==> src/rtl/execute_mdu_pkg.sv <==
// Shared op encodings, FSM states and the EX->MEM register bundle for execute_mdu.
package execute_mdu_pkg;

    localparam int MDOP_W = 8;
    localparam int MMOP_W = 8;

    localparam int MDOP_MULT  = 0;
    localparam int MDOP_MULTU = 1;
    localparam int MDOP_DIV   = 2;
    localparam int MDOP_DIVU  = 3;
    localparam int MDOP_MFHI  = 4;
    localparam int MDOP_MFLO  = 5;
    localparam int MDOP_MTHI  = 6;
    localparam int MDOP_MTLO  = 7;

    localparam int MMOP_LB  = 0;
    localparam int MMOP_LBU = 1;
    localparam int MMOP_LH  = 2;
    localparam int MMOP_LHU = 3;
    localparam int MMOP_LW  = 4;
    localparam int MMOP_SB  = 5;
    localparam int MMOP_SH  = 6;
    localparam int MMOP_SW  = 7;

    typedef enum logic [1:0] {
        MDU_IDLE = 2'd0,
        MDU_MUL  = 2'd1,
        MDU_DIV  = 2'd2,
        MDU_DONE = 2'd3
    } mdu_state_e;

    typedef struct packed {
        logic              valid;
        logic              wren;
        logic [4:0]        waddr;
        logic [31:0]       wdata;
        logic [31:0]       pc;
        logic [MMOP_W-1:0] memop;
        logic [1:0]        memaddr_low;
        logic              adel;
        logic              ades;
        logic [31:0]       badvaddr;
    } ex_out_t;

    // One restoring step on {rem, dividend}: shift, trial subtract, keep if non-negative.
    function automatic logic [63:0] div_step(input logic [63:0] rq, input logic [31:0] d);
        logic [32:0] r;
        logic [32:0] diff;
        r    = {rq[63:32], rq[31]};
        diff = r - {1'b0, d};
        if (!diff[32]) return {diff[31:0], rq[30:0], 1'b1};
        else           return {r[31:0], rq[30:0], 1'b0};
    endfunction

endpackage

==> src/rtl/execute_mdu_div.sv <==
// Iterative restoring divider on operand magnitudes, DIV_BITS quotient bits per cycle.
module execute_mdu_div
    import execute_mdu_pkg::*;
#(
    parameter int DIV_BITS = 1
) (
    input  logic        clk,
    input  logic        rst,
    input  logic        start_i,
    input  logic        abort_i,
    input  logic        signed_i,
    input  logic [31:0] dividend_i,
    input  logic [31:0] divisor_i,
    output logic        done_o,
    output logic [31:0] quot_o,
    output logic [31:0] rem_o
);

    localparam logic [4:0] LAST = 5'(32 / DIV_BITS - 1);

    logic        busy_q, busy_d;
    logic [4:0]  cnt_q, cnt_d;
    logic [63:0] rq_q, rq_d, rq_step;
    logic [31:0] dvs_q, dvs_d, dvd_q, dvd_d;
    logic        negq_q, negq_d, negr_q, negr_d, dz_q, dz_d;
    logic        a_neg, b_neg;
    logic [31:0] a_mag, b_mag;

    assign a_neg  = signed_i & dividend_i[31];
    assign b_neg  = signed_i & divisor_i[31];
    assign a_mag  = a_neg ? -dividend_i : dividend_i;
    assign b_mag  = b_neg ? -divisor_i : divisor_i;
    assign done_o = busy_q & (cnt_q == LAST);

    always_comb begin
        rq_step = rq_q;
        for (int i = 0; i < DIV_BITS; i++) rq_step = div_step(rq_step, dvs_q);
    end

    // Result is taken from the final step combinationally so HI/LO load on the done edge.
    always_comb begin
        quot_o = negq_q ? -rq_step[31:0] : rq_step[31:0];
        rem_o  = negr_q ? -rq_step[63:32] : rq_step[63:32];
        if (dz_q) begin
            quot_o = 32'hFFFF_FFFF;
            rem_o  = dvd_q;
        end
    end

    always_comb begin
        busy_d = busy_q;
        cnt_d  = cnt_q;
        rq_d   = rq_q;
        dvs_d  = dvs_q;
        dvd_d  = dvd_q;
        negq_d = negq_q;
        negr_d = negr_q;
        dz_d   = dz_q;
        if (start_i) begin
            busy_d = 1'b1;
            cnt_d  = '0;
            rq_d   = {32'd0, a_mag};
            dvs_d  = b_mag;
            dvd_d  = dividend_i;
            negq_d = a_neg ^ b_neg;
            negr_d = a_neg;
            dz_d   = (divisor_i == 32'd0);
        end else if (busy_q) begin
            rq_d  = rq_step;
            cnt_d = cnt_q + 5'd1;
            if (abort_i || done_o) busy_d = 1'b0;
        end
    end

    always_ff @(posedge clk) begin
        if (rst) begin
            busy_q <= 1'b0;
            cnt_q  <= '0;
            rq_q   <= '0;
            dvs_q  <= '0;
            dvd_q  <= '0;
            negq_q <= 1'b0;
            negr_q <= 1'b0;
            dz_q   <= 1'b0;
        end else begin
            busy_q <= busy_d;
            cnt_q  <= cnt_d;
            rq_q   <= rq_d;
            dvs_q  <= dvs_d;
            dvd_q  <= dvd_d;
            negq_q <= negq_d;
            negr_q <= negr_d;
            dz_q   <= dz_d;
        end
    end

endmodule

==> src/rtl/execute_mdu.sv <==
// EX stage: result select, SRAM request, misalignment check, EX->MEM registers, HI/LO MDU.
module execute_mdu
    import execute_mdu_pkg::*;
#(
    parameter int MUL_STAGES = 3,
    parameter int DIV_BITS   = 1
) (
    input  logic              clk,
    input  logic              rst,
    input  logic              ex_flush_i,
    input  logic              ex_stall_i,
    input  logic              ex_valid_i,
    input  logic [31:0]       ex_pc_i,
    input  logic [31:0]       ex_opr1_i,
    input  logic [31:0]       ex_opr2_i,
    input  logic [31:0]       ex_rtvalue_i,
    input  logic [31:0]       ex_alures_i,
    input  logic              ex_wren_i,
    input  logic [4:0]        ex_waddr_i,
    input  logic [MDOP_W-1:0] ex_mduop_i,
    input  logic [MMOP_W-1:0] ex_memop_i,
    output logic              ex_stallreq_o,
    output logic              ex_valid_o,
    output logic              ex_wren_o,
    output logic [4:0]        ex_waddr_o,
    output logic [31:0]       ex_wdata_o,
    output logic [31:0]       ex_pc_o,
    output logic [MMOP_W-1:0] ex_memop_o,
    output logic [1:0]        ex_memaddr_low_o,
    output logic              ex_adel_o,
    output logic              ex_ades_o,
    output logic [31:0]       ex_badvaddr_o,
    output logic              ex_memen_o,
    output logic [3:0]        ex_memwen_o,
    output logic [31:0]       ex_memaddr_o,
    output logic [31:0]       ex_memwdata_o,
    output logic [31:0]       ex_wdata_bp_o
);

    localparam logic [1:0] MUL_LAST = 2'(MUL_STAGES - 1);

    mdu_state_e  state_q, state_d;
    logic [1:0]  cnt_q, cnt_d;
    logic [31:0] hi_q, hi_d, lo_q, lo_d;
    logic [32:0] mul_a_q, mul_a_d, mul_b_q, mul_b_d;
    logic [63:0] mul_prod, mul_res;
    ex_out_t     out_q, out_d, out_n;
    logic        is_mul, is_div, advance, div_start, div_done, misalign;
    logic [31:0] wdata_nxt, div_quot, div_rem;
    logic [31:0] a;

    assign a         = ex_alures_i;
    assign is_mul    = ex_mduop_i[MDOP_MULT] | ex_mduop_i[MDOP_MULTU];
    assign is_div    = ex_mduop_i[MDOP_DIV] | ex_mduop_i[MDOP_DIVU];
    assign advance   = ~ex_stall_i & ~ex_flush_i & ex_valid_i;
    assign div_start = (state_q == MDU_IDLE) & ex_valid_i & ~ex_flush_i & is_div & ~is_mul;
    assign ex_stallreq_o = (state_q == MDU_MUL) | (state_q == MDU_DIV);

    assign wdata_nxt = ex_mduop_i[MDOP_MFHI] ? hi_q :
                       ex_mduop_i[MDOP_MFLO] ? lo_q : ex_alures_i;
    assign ex_wdata_bp_o = wdata_nxt;

    assign misalign = ((ex_memop_i[MMOP_LH] | ex_memop_i[MMOP_LHU] | ex_memop_i[MMOP_SH]) & a[0])
                    | ((ex_memop_i[MMOP_LW] | ex_memop_i[MMOP_SW]) & (|a[1:0]));
    assign ex_memen_o    = (|ex_memop_i) & ~misalign & ~ex_flush_i & ex_valid_i;
    assign ex_memaddr_o  = {a[31:2], 2'b00};
    assign ex_memwdata_o = ex_memop_i[MMOP_SB] ? {4{ex_rtvalue_i[7:0]}} :
                           ex_memop_i[MMOP_SH] ? {2{ex_rtvalue_i[15:0]}} : ex_rtvalue_i;

    always_comb begin
        ex_memwen_o = 4'b0000;
        if (ex_memen_o) begin
            if (ex_memop_i[MMOP_SB])      ex_memwen_o = 4'b0001 << a[1:0];
            else if (ex_memop_i[MMOP_SH]) ex_memwen_o = a[1] ? 4'b1100 : 4'b0011;
            else if (ex_memop_i[MMOP_SW]) ex_memwen_o = 4'b1111;
        end
    end

    // Low 64 bits of the sign-extended product are exact for both signed and unsigned.
    assign mul_prod = {{31{mul_a_q[32]}}, mul_a_q} * {{31{mul_b_q[32]}}, mul_b_q};

    generate
        if (MUL_STAGES == 1) begin : g_mul_comb
            assign mul_res = mul_prod;
        end else begin : g_mul_pipe
            logic [63:0] pipe_q [MUL_STAGES-1];
            always_ff @(posedge clk) begin
                pipe_q[0] <= mul_prod;
                for (int i = 1; i < MUL_STAGES - 1; i++) pipe_q[i] <= pipe_q[i-1];
            end
            assign mul_res = pipe_q[MUL_STAGES-2];
        end
    endgenerate

    execute_mdu_div #(.DIV_BITS(DIV_BITS)) u_div (
        .clk        (clk),
        .rst        (rst),
        .start_i    (div_start),
        .abort_i    (ex_flush_i),
        .signed_i   (ex_mduop_i[MDOP_DIV]),
        .dividend_i (ex_opr1_i),
        .divisor_i  (ex_opr2_i),
        .done_o     (div_done),
        .quot_o     (div_quot),
        .rem_o      (div_rem)
    );

    always_comb begin
        state_d = state_q;
        cnt_d   = cnt_q;
        hi_d    = hi_q;
        lo_d    = lo_q;
        mul_a_d = mul_a_q;
        mul_b_d = mul_b_q;
        if (advance && ex_mduop_i[MDOP_MTHI]) hi_d = ex_opr1_i;
        if (advance && ex_mduop_i[MDOP_MTLO]) lo_d = ex_opr1_i;
        unique case (state_q)
            MDU_IDLE: begin
                if (ex_valid_i && !ex_flush_i && is_mul) begin
                    state_d = MDU_MUL;
                    cnt_d   = '0;
                    mul_a_d = {ex_mduop_i[MDOP_MULT] & ex_opr1_i[31], ex_opr1_i};
                    mul_b_d = {ex_mduop_i[MDOP_MULT] & ex_opr2_i[31], ex_opr2_i};
                end else if (div_start) begin
                    state_d = MDU_DIV;
                    cnt_d   = '0;
                end
            end
            MDU_MUL: begin
                if (ex_flush_i) state_d = MDU_IDLE;
                else if (cnt_q == MUL_LAST) begin
                    state_d = MDU_DONE;
                    hi_d    = mul_res[63:32];
                    lo_d    = mul_res[31:0];
                end else cnt_d = cnt_q + 2'd1;
            end
            MDU_DIV: begin
                if (ex_flush_i) state_d = MDU_IDLE;
                else if (div_done) begin
                    state_d = MDU_DONE;
                    hi_d    = div_rem;
                    lo_d    = div_quot;
                end
            end
            MDU_DONE: if (ex_flush_i || !ex_stall_i) state_d = MDU_IDLE;
            default:  state_d = MDU_IDLE;
        endcase
    end

    always_comb begin
        out_n.valid       = ex_valid_i;
        out_n.wren        = ex_wren_i;
        out_n.waddr       = ex_waddr_i;
        out_n.wdata       = wdata_nxt;
        out_n.pc          = ex_pc_i;
        out_n.memop       = ex_memop_i;
        out_n.memaddr_low = a[1:0];
        out_n.adel        = ex_valid_i & misalign
                          & (ex_memop_i[MMOP_LH] | ex_memop_i[MMOP_LHU] | ex_memop_i[MMOP_LW]);
        out_n.ades        = ex_valid_i & misalign & (ex_memop_i[MMOP_SH] | ex_memop_i[MMOP_SW]);
        out_n.badvaddr    = (out_n.adel | out_n.ades) ? a : 32'd0;
        out_d = out_q;
        if (!ex_stall_i) out_d = (ex_flush_i || ex_stallreq_o) ? '0 : out_n;
    end

    always_ff @(posedge clk) begin
        if (rst) begin
            state_q <= MDU_IDLE;
            cnt_q   <= '0;
            hi_q    <= '0;
            lo_q    <= '0;
            mul_a_q <= '0;
            mul_b_q <= '0;
            out_q   <= '0;
        end else begin
            state_q <= state_d;
            cnt_q   <= cnt_d;
            hi_q    <= hi_d;
            lo_q    <= lo_d;
            mul_a_q <= mul_a_d;
            mul_b_q <= mul_b_d;
            out_q   <= out_d;
        end
    end

    assign ex_valid_o       = out_q.valid;
    assign ex_wren_o        = out_q.wren;
    assign ex_waddr_o       = out_q.waddr;
    assign ex_wdata_o       = out_q.wdata;
    assign ex_pc_o          = out_q.pc;
    assign ex_memop_o       = out_q.memop;
    assign ex_memaddr_low_o = out_q.memaddr_low;
    assign ex_adel_o        = out_q.adel;
    assign ex_ades_o        = out_q.ades;
    assign ex_badvaddr_o    = out_q.badvaddr;

endmodule

==> config.mk <==
export PLATFORM = sky130hd
export DESIGN_NAME = execute_mdu
export DESIGN_NICKNAME = d
export VERILOG_FILES = /design/src/rtl/execute_mdu_pkg.sv /design/src/rtl/execute_mdu_div.sv /design/src/rtl/execute_mdu.sv
export SDC_FILE = /design/constraint.sdc
export NUM_CORES = 2
export LEC_CHECK = 0
export ABC_CLOCK_PERIOD_IN_PS = 17950
export CAP_MARGIN = 40
export CORE_MARGIN = 3
export CORE_UTILIZATION = 40
export DETAILED_ROUTE_END_ITERATION = 12
export HOLD_SLACK_MARGIN = 0.02
export PLACE_DENSITY = 0.67
export SLEW_MARGIN = 20
export SYNTH_ARGS = -nofsm -noshare
export SYNTH_HDL_FRONTEND = slang
export SYNTH_SLANG_ARGS = --single-unit
==> constraint.sdc <==
create_clock -name clk -period 17.95 [get_ports clk]
set_input_delay 2.6925 -clock clk [delete_from_list [all_inputs] [get_ports clk]]
set_output_delay 2.6925 -clock clk [all_outputs]
set_load 0.05 [all_outputs]
Word level (Yosys, flattened, before mapping). Memory sizes are Yosys's and may differ from the RTL's. Index checks and enable logic that the tools add are counted.

$add $sub $neg: 7. Multipliers: 1. Divide/modulo/power cells: 0. $lt $le $gt $ge: 0. Eq/ne operators: 11. Shift operators: 1. Muxes and demuxes: 48. Bitwise gates (word level): 34. Reduce and logical (&&, ||, !) cells: 19.

Operator list (count): 2-to-1 mux 32 bit (23); negator 32 bit (4); case mux 32 bit (2 select lines) (2); 2-to-1 mux 115 bit (1); multiplier 33 x 33 -> 64 bit (1); 2-to-1 mux 64 bit (1); subtractor 33 x 32 -> 33 bit (1); logical NOT 32 bit (1); 2-to-1 mux 2 bit (11); 2-to-1 mux 4 bit (5); bitwise AND 1 bit (19); OR 1 bit (10); != test 3 x 2 -> 1 bit (second input constant) (3); case mux 2 bit (4 select lines) (1); AND reduction 4 bit (2); OR reduction 8 bit (1); == test 2 bit (second input constant) (3); != test 2 bit (second input constant) (3); adder 5 x 1 -> 5 bit (second input constant) (1); == test 5 bit (second input constant) (1); logical AND 1 bit (4); NOT 1 bit (4); case mux 2 bit (2 select lines) (1); nonzero test 2 bit (2); other kinds (10) (16).

Register bits: 386. Latch bits: 0. Memory bits (writable): 128. Bits in read-only memories: 0. Input bits: 187. Output and inout bits: 217. Logic and storage cells: 147. Memories: 1.

Memories: g_mul_pipe.pipe_q (depth 2, bits a word 64, rd ports 2, clocked after memory_dff 0, write ports 2, RTL line execute_mdu.sv:86) `logic [63:0] pipe_q [MUL_STAGES-1];`.

Longest topological paths before layout.
Depth after elaboration: 9. Mapped depth: 31. Mapped depth without buffers: 29.

Modules after synthesis. From an unflattened synthesis, not the netlist that was laid out.

Cells, all modules: 7276. Area total of the unflattened synthesis: 63419.6 sq um.

Modules (own cells, without submodules): execute_mdu (instances 1, cells each 5783, area an instance 52225.1 sq um, seq. area each 7547.2 sq um); execute_mdu_div (instances 1, cells each 1493, area an instance 11194.5 sq um, seq. area each 2742.6 sq um).

Worst setup path before layout. Ideal clock, no wire load.

Kind: reg2reg. From: register mul_b_q[3]. To: memory g_mul_pipe.pipe_q[0][63]. Setup time: 72 ps. Arrival: 7699 ps. Data required time: 17878 ps. Setup slack: 10179 ps. Stages on the path, launching flop included: 30. Buffers on the path: 2. Period minus slack after synthesis: 7771 ps. Path through: dfxtp_1 -> clkbuf_1 -> clkbuf_1 -> nand2_1 -> fa_1 -> fa_1 -> inv_1 -> fa_1 -> inv_1 -> fa_1 -> fa_1 -> inv_1 -> fa_1 -> fa_1 -> inv_1 -> fa_1 -> inv_1 -> ha_1 -> and2_1 -> nor2b_1 -> a2111oi_0 -> a211oi_1 -> o31ai_1 -> a21oi_1 -> o21ai_0 -> a21oi_1 -> nor4_1 -> o41ai_1 -> a21oi_1 -> xnor2_1.

RTL lines: from (decl) (RTL line execute_mdu.sv:45) `logic [32:0] mul_a_q, mul_a_d, mul_b_q, mul_b_d;`; from (signal assigned) (RTL line execute_mdu.sv:181) `mul_b_q <= mul_b_d;`; to (decl) (RTL line execute_mdu.sv:86).

==> summary.txt <==
Synth
  • Register area share after synthesis: around 16%
  • Top cell type's share of synthesized area: a little over a third
  • Main synth FF type: dfxtp_1
  • Cell accounting for the most synthesized area: fa_1
  • Synth area leaders: fa_1 (35%), dfxtp_1 (16%), inv_1 (7.0%)
  • Syn Area/Cell: around 9 um2
  • Cell area after synthesis: ~64000 um2
  • Post-synthesis adder-cell area fraction: 40.3%
  • Register bit total from synthesis: around 500
  • Main combinational cell family by area after synthesis: adder cells
  • Most frequent cell after synthesis: inv_1
  • Gate Count Post-Synth: about 7300
  • Ys Warns: 0
  • Compound-cell area share of the yosys netlist: between 10% and 20%
  • Multiplexer share of the synthesized area: roughly 2.8%
  • Synth top cells by count: inv_1 (1183), fa_1 (1126), nand2_1 (933), and2_1 (551), dfxtp_1 (514)
  • XOR/XNOR Fraction of Synth Area: 2.73%
  • Unique cell type count in the Yosys netlist: 91
  • Post-synth ARST share: 0%
  • Post-synth EDFFs: 0
  • Post-synthesis simple-gate area fraction: between 10% and 20%

CTS
  • Htree depth: 2
  • Clock sinks: approximately 510
  • Reg clk slew, reported paths: ~0.070 ns
  • Root buffer cell: clkbuf_16
  • Hold_buf cts: 0
  • Post-CTS Setup Inserts: 0
  • Post-cts gate resize count: 0
  • Cts bufs inserted: 57
  • CTS tree: yes
  • Clock Path Buffers: 3
  • Insertion delay to the later sink of the worst-skew pair: ~0.66 ns

STA
  • Fin crit period: approximately 9 ns
  • Rel. slew slack: about a third
  • Fmax achieved: ~110 MHz
  • Count of final setup violators: 0
  • Unrepaired setup endpoints after global routing: no
  • Hold Fails Final Rpt: 0
  • Setup TNS: 0 ns
  • Least-Margin Pin Slew: ~0.97 ns
  • Post-route clock skew: between 0.02 and 0.03 ns
  • Final Cycle Share: around half
  • Final Max Tran Viols: 0

Die
  • Initial Utilization: 40.3%
  • Core area: approximately 160000 um2
  • Die area: about 160000 um2
  • Die extent in x: slightly above 400 um
  • Io pins: 404
  • Num rows: around 150
  • Die height: about 410 um

Global route
  • Vias in the first global route: between 50000 and 60000
  • Initial antenna violation count: 7
  • Global-route wire length before repair: 324 mm
  • GRT Residual Overflow: 0
  • GRT Util Overall: about a quarter
  • Largest net degree at the start of global routing: a little over 90

Pwr
  • Sw frac: 43.4%
  • Pwr Density: about 66 nW/um2
  • Combinational fraction of design power: 43.7%
  • Net Sw Power: 0.00206 W
  • Internal power: 0.00268 W
  • Pleak: about 33 nW
  • Clock Power Share: 27.2%
  • Peak supply drop: between 90 and 100 uV
  • Sequential share of power: ~29%

Critical path
  • Crit path required time: 18.46 ns
  • Crit end category: flip-flop
  • CP Max Fanout: 18
  • Arrival time worst endpoint: slightly below 10 ns
  • Reg2reg setup slack: just under 9 ns
  • Crit-path max cell delay: 0.76 ns
  • Worst Setup Path Type: reg -> reg
  • Type of origin of the critical path: flip-flop
  • Slowest-stage cell, CP: dfxtp_1
  • Most used cell, CP: fa_1

Routing
  • Initial drt markers: approximately 4900
  • WL per Instance: around 22 um
  • Routed via count divided by cell count: approximately 5.5
  • Via count: about 52000
  • First-pass DRT Iterations: 6
  • Final WL: ~210 mm
  • # DRC: 0
  • ANT nets after route: 0

Finish
  • Area Overhead vs Synth: 12.4%
  • Proportion of layout cells with a drive suffix above 1: ~4.2%
  • Final #Nets: roughly 8900
  • Design Area, Final: ~72000 um2

Place
  • Dpl hpwl: 163 mm
  • # port buffers: 401
  • Dpl cell area: 69700 um2
  • RD Place Congestion: 0.955

Job
  • Max-Cap Viols: 0

Outcome
  • Status: finished clean

Hold path
  • Hold WC Path Type: reg -> reg
[final timing paths]
check,start,end,cells after the start
setup / recovery,mul_a_q[32],g_mul_pipe.pipe_q[0][63],28
hold reg to reg,g_mul_pipe.pipe_q[0][27],g_mul_pipe.pipe_q[0][91],0
hold / removal,g_mul_pipe.pipe_q[0][27],g_mul_pipe.pipe_q[0][91],0
setup reg to reg,mul_a_q[32],g_mul_pipe.pipe_q[0][63],28
[placed cells by master (no fill, tap or decap), types with 151 or more instances in the layout]
cell             netlist  layout
inv_1               1183    1183
fa_1                1126    1126
nand2_1              933     933
and2_1               551     551
dfxtp_1              514     495
clkdlybuf4s50_1        0     397
nor2_1               375     372
a21oi_1              302     302
ha_1                 255     253
o21ai_0              243     243
mux2i_1              151     151
[final cells by class]
type	instances	area, um2
fillers	15200	86800
multi-input cells	5088	47100
flip-flops and latches	514	10300
repair buffers	527	5250
inverters	1185	4450
well taps	2072	2590
clock buffers	78	1620
clock inverters	28	423
diodes	5	12.5
[through the flow]
| stage | setup WS, ns | utilization [%] | hold slack (ns) | instances | total power (W) |
|---|---|---|---|---|---|
| after floorplan | 10.18 | - | 0.310 | 7288 | 0.00265 |
| after global placement | 8.78 | 43.7 | 0.312 | 9359 | 0.00338 |
| after detailed placement | 9.07 | 43.9 | 0.312 | 9381 | 0.00343 |
| after CTS | 9.02 | 45.2 | 0.319 | 9487 | 0.00473 |
| after global routing | 8.28 | 45.3 | 0.322 | 9493 | 0.00496 |
| final | 8.84 | 45.3 | 0.320 | 9497 | 0.00475 |
[state kept, by name, indices dropped and copies added, names as in the netlist, 8 cells and up]
signal,count
ex_wdata_o,32
ex_memop_o,8
u_div.dvd_q,32
mul_b_q,33
g_mul_pipe.pipe_q,128
u_div.rq_q,64
ex_badvaddr_o,32
lo_q,32
u_div.dvs_q,32
hi_q,32
mul_a_q,33
ex_pc_o,32
[worst max-delay path, delay by kind of cell, from the launching register on]
kind / cells / cell delay [ns]
fa+ha+maj: 9 / 4.44
compound gates: 7 / 2.02
simple gates: 5 / 0.87
flops: 1 / 0.76
buf+inv: 6 / 0.73
xor+xnor: 1 / 0.14
[layer usage]
metal	vias to the layer above	share of wire (%)	global-route usage, %
li1	23000	-	-
met1	26500	41	34.1
met2	2194	46	41.4
met3	448	8.3	4.66
met4	2	4.2	9.27
met5	-	0.0047	0
[power by group through the flow]
stage | Combinational, W | Clock, W | Sequential (W)
finish | 0.00207 | 0.00129 | 0.00138
global route | 0.00222 | 0.00136 | 0.00139
CTS | 0.00203 | 0.00132 | 0.00138
detailed placement | 0.00202 | 0 | 0.00140
global placement | 0.00197 | 0 | 0.00141
floorplan | 0.00126 | 0 | 0.00139
[logic make-up after synthesis]
logic type	after synthesis
and+or+nand+nor	2207
other	1
xor gates and xnor gates	199
adders and majority gates	1381
muxes	173
DFF	514
buffers and inverters	1686
AOI/OAI and AO/OA	1126
Power figures use the tool's default switching activity.
